[config.mk]
export PLATFORM = sky130hd
export DESIGN_NAME = c8_misr_capture
export DESIGN_NICKNAME = d
export VERILOG_FILES = /design/src/rtl/c8_misr_capture.sv
export SDC_FILE = /design/constraint.sdc
export NUM_CORES = 1
export LEC_CHECK = 0
export ABC_AREA = 0
export ABC_CLOCK_PERIOD_IN_PS = 2100
export BUFFER_PORTS_ARGS = -buffer_cell sky130_fd_sc_hd__buf_2
export CAP_MARGIN = 20
export CORE_MARGIN = 2
export CORE_UTILIZATION = 46
export CTS_BUF_LIST = sky130_fd_sc_hd__clkbuf_4
export CTS_CLUSTER_DIAMETER = 80
export DETAILED_ROUTE_END_ITERATION = 8
export PLACE_DENSITY = 0.74
export SYNTH_ARGS = -nofsm -noshare
export SYNTH_HDL_FRONTEND = slang
export SYNTH_SLANG_ARGS = --single-unit
[constraint.sdc]
create_clock -name clock -period 2.1 [get_ports clock]
set_input_delay 0 -clock clock [delete_from_list [all_inputs] [get_ports clock]]
set_output_delay 0 -clock clock [all_outputs]
set_load 0.02 [all_outputs]
[src/rtl/c8_misr_capture.sv]
// Response compactor for c8 outputs: folds 18-bit vectors into a MISR
// and counts accepted vectors and po17 hits over a programmed run.
module c8_misr_capture #(
    parameter logic [17:0] SEED  = 18'h00000,
    parameter int unsigned CNT_W = 16
) (
    input  logic             clock,
    input  logic             reset,
    input  logic             start,
    input  logic             abort,
    input  logic [CNT_W-1:0] num_vectors,
    input  logic             in_valid,
    output logic             in_ready,
    input  logic [17:0]      in_data,
    output logic             busy,
    output logic             done,
    output logic [17:0]      signature,
    output logic [CNT_W-1:0] vec_count,
    output logic [CNT_W-1:0] hit_count
);

    typedef enum logic [1:0] {
        IDLE = 2'd0,
        RUN  = 2'd1,
        DONE = 2'd2
    } state_t;

    state_t           state_q, state_d;
    logic [17:0]      sig_q, sig_d;
    logic [CNT_W-1:0] vec_q, vec_d;
    logic [CNT_W-1:0] hit_q, hit_d;
    logic [CNT_W-1:0] tgt_q, tgt_d;
    logic             fb;
    logic             beat;

    assign fb   = sig_q[17] ^ sig_q[10];
    assign beat = (state_q == RUN) && in_valid;

    always_comb begin
        state_d = state_q;
        sig_d   = sig_q;
        vec_d   = vec_q;
        hit_d   = hit_q;
        tgt_d   = tgt_q;
        unique case (state_q)
            IDLE, DONE: begin
                if (abort) begin
                    state_d = IDLE;
                end else if (start) begin
                    sig_d   = SEED;
                    vec_d   = '0;
                    hit_d   = '0;
                    tgt_d   = num_vectors;
                    state_d = (num_vectors == '0) ? DONE : RUN;
                end
            end
            RUN: begin
                if (abort) begin
                    state_d = IDLE;
                end else if (beat) begin
                    sig_d = {sig_q[16:0], fb} ^ in_data;
                    vec_d = vec_q + CNT_W'(1);
                    hit_d = hit_q + CNT_W'(in_data[17]);
                    if (vec_d == tgt_q) begin
                        state_d = DONE;
                    end
                end
            end
            default: state_d = IDLE;
        endcase
    end

    always_ff @(posedge clock) begin
        if (reset) begin
            state_q <= IDLE;
            sig_q   <= '0;
            vec_q   <= '0;
            hit_q   <= '0;
            tgt_q   <= '0;
        end else begin
            state_q <= state_d;
            sig_q   <= sig_d;
            vec_q   <= vec_d;
            hit_q   <= hit_d;
            tgt_q   <= tgt_d;
        end
    end

    assign in_ready  = (state_q == RUN);
    assign busy      = (state_q == RUN);
    assign done      = (state_q == DONE);
    assign signature = sig_q;
    assign vec_count = vec_q;
    assign hit_count = hit_q;

endmodule

==> impl_metrics.tcl <==
set metrics [dict create \
    synth_top_area_frac 0.3971 \
    setup_slack_ns 0.06160 \
    r2r_cells 6 \
    path_class "reg -> reg" \
    tritoncts "yes" \
    num-fill-cells 612 \
    clkLatencyLatePin_ns 0.41 \
    grt_pass1_vias 3190 \
    period_needed_ns 2.038 \
    fmax_mhz 490.6 \
    htreeDepth 3 \
    power.total_mw 2.364 \
    synthTopCellsByArea "dfxtp_1, xor2_1, nor2_1" \
    final_common_cell "buf_2" \
    hpwl_um 6513 \
    powerDensity_nw_per_um2 506.4 \
    arrival_ns 2.32 \
    grt_pass1_wl_um 15180 \
    gp_congestion 0.9000 \
    crit_slowest_cell "or4_4" \
    async_flop_share 0 \
    crit_required_ns 2.38 \
    drv_slew 0 \
    hold_path_class "in -> reg" \
    cap_violations 0 \
    dieHeight_um 90.33 \
    grt_overflow 0 \
    crit_chain "nand3_4 -> or4_4 -> xnor2_2 -> nand4_1 -> nor4b_4 -> o41ai_1" \
    end_kind "flip-flop" \
    synth_ff_type "dfxtp_1" \
    layout-drive-gt1-share 0.2835 \
    min_period_over_period 0.9707 \
    dieArea_um2 8160 \
    numCtsBuffers 9 \
    clk_pin_slew_ns 0.11 \
    min_to "signature[0]$_SDFFE_PP0P_" \
    hp-start "in_data[0]" \
    fp-row-count 31 \
    cp_max_fo 7 \
    p_leak_nw 2.033 \
    setup_viol 0 \
    r2r_start "vec_count[6]$_SDFFE_PP0P_" \
    cts_root_buffer "clkbuf_4" \
    fin_nets 605 \
    routed_wl_um 9333 \
    via_per_inst 5.289 \
    clockBufferDepth 2 \
    critPathMaxStageDelay_ns 0.59 \
    dpl_worst_slack_ns -0.004587 \
    finalInstanceArea_um2 4669 \
    antenna_found_initial 0 \
    post-route-util 0.6438 \
    slew_headroom 0.6471 \
    ir_drop_uv 407.9 \
    place_inst 614 \
    syn_area_um2 3428 \
    fp.coreArea_um2 7253 \
    port_buffers 91 \
    yosysUniqueCellTypes 46 \
    ant_nets 0 \
    worst_pin_slew_ns 0.5294 \
    layoutNonFillerInstCount 667 \
    synth-edff-count 0 \
    avgSynthCellArea_um2 8.182 \
    die_w_um 90.33 \
    synth_area_leader_cell "dfxtp_1" \
    synth_fp_nets 461 \
    start_kind "flip-flop" \
    rrSetupSlack_ns 0.06 \
    wire_per_inst_um 13.99 \
    yosysWarningCount 0 \
    hold-path-cell-count 5 \
    num_io_pins 92 \
    dr.pass1.iters 6 \
    status "finished clean" \
    final_cell_mix "buf_2, nor2_1, dfxtp_1, nand2_1" \
    track_usage 0.2277 \
    drt_iter0_drc 170 \
    regArea_um2 1373 \
    placed_area_um2 4144 \
    num_vias 3528 \
    area_delta_synth_final_pct 36.20 \
    multiInputGateArea_um2 1993 \
    syn_inst 419 \
    finClkSkew_ns 0.01411 \
    ys_seq_area_frac 0.3971 \
    r2r_end "state_q[0]$_SDFFE_PP0P_" \
    cts_sinks 68 \
    grt_max_degree 31 \
    timing.final.hold_violations 0 \
    ys_ff_latch 68 \
    start_util 0.4727 \
    insertedDiodeCount 0 \
    drc 0 \
]
-- layout make-up --
type | count | area share
multi-input combinational | 321 | 0.4268
sequential | 68 | 0.2939
timing repair buffer | 159 | 0.2256
tap | 99 | 0.02653
clock buffer | 11 | 0.01768
clock inverter | 5 | 0.006163
inverter | 4 | 0.003215
-- per-stage QoR --
step	setup TNS, ns	hold WS [ns]
final	0	0.04207
after global routing	-0.05705	0.03778
after CTS	0	0.02168
after detailed placement	-0.004587	0.2600
after global placement	0	0.2531
after floorplan	0	0.1272
-- worst max-delay path, delay by kind of cell, from the launching register on --
kind / cells / cell delay, ns
simple gates: 4 / 1.23
flops: 1 / 0.40
compound gates: 1 / 0.09
xor+xnor: 1 / 0.18
-- flip-flops by register name, indices dropped and copies added, names as in the netlist --
| name | flops |
|---|---|
| signature | 18 |
| tgt_q | 16 |
| state_q | 2 |
| vec_count | 16 |
| hit_count | 16 |
-- report_power, final --
| part | switching, mW | internal, mW | leakage, nW | total (mW) |
|---|---|---|---|---|
| registers | 0.0229 | 1.31 | 0.554 | 1.33 |
| logic | 0.159 | 0.143 | 1.41 | 0.302 |
| clock network | 0.465 | 0.264 | 0.0704 | 0.729 |
| total | 0.647 | 1.72 | 2.03 | 2.36 |
-- cells by family after synthesis --
kind of cell / share of synthesized area
adders and majority gates: 0.01095
AOI/OAI and AO/OA: 0.1562
xor gates and xnor gates: 0.1380
buffers and inverters: 0.03832
and+or+nand+nor: 0.2595
DFF: 0.3971
-- cell usage after synthesis (2+ instances only) --
master	n
a21o_1	2
a211oi_1	2
or4_1	2
nor2b_1	7
a22oi_1	24
o21a_1	2
inv_1	4
nor2_1	63
nand2b_1	3
nand4_1	8
buf_2	3
xor2_1	35
nand3b_1	2
nor4_1	7
dfxtp_1	68
a21oi_1	30
ha_1	3
nor3b_1	4
and3_1	2
and2_1	2
xnor2_1	19
and4_1	2
clkbuf_1	19
or2_2	3
o21ai_0	11
nand2_1	44
nand3_1	15
buf_4	4
a311oi_1	3
nor3_1	10
-- worst max path at each step --
stage                              start                      end  slack, ns  cells past startpoint
2_1_floorplan  vec_count[0]$_SDFFE_PP0P_  state_q[0]$_SDFFE_PP0P_       0.02                      7
3_3_place_gp   vec_count[1]$_SDFFE_PP0P_  state_q[0]$_SDFFE_PP0P_       0.08                      7
3_5_place_dp   vec_count[1]$_SDFFE_PP0P_  state_q[0]$_SDFFE_PP0P_     -0.005                      7
4_1_cts        vec_count[1]$_SDFFE_PP0P_  state_q[0]$_SDFFE_PP0P_      0.006                      7
5_1_grt        vec_count[6]$_SDFFE_PP0P_  state_q[1]$_SDFFE_PP0P_      -0.04                      6
6_report       vec_count[6]$_SDFFE_PP0P_  state_q[0]$_SDFFE_PP0P_       0.06                      6
-- routing by layer --
layer	GRT usage	part of all wire	vias up	wire (um)
met5	0	0	-	0
met4	0.08205	0.017	0	160
met3	0.05092	0.052	16	488
met2	0.3647	0.48	122	4488
met1	0.3023	0.45	1631	4196
li1	-	-	1759	-
-- what timing repair did --
action | in CTS | in global routing
hold endpoints to repair | 35 | 0
gates resized for setup | 3 | 9
buffers inserted | 1 | 1
endpoints found under the setup margin | 2 | 2
hold buffers | 35 | 0
pin swaps | 1 | 7
No activity file was read; power rests on OpenSTA's default activity.
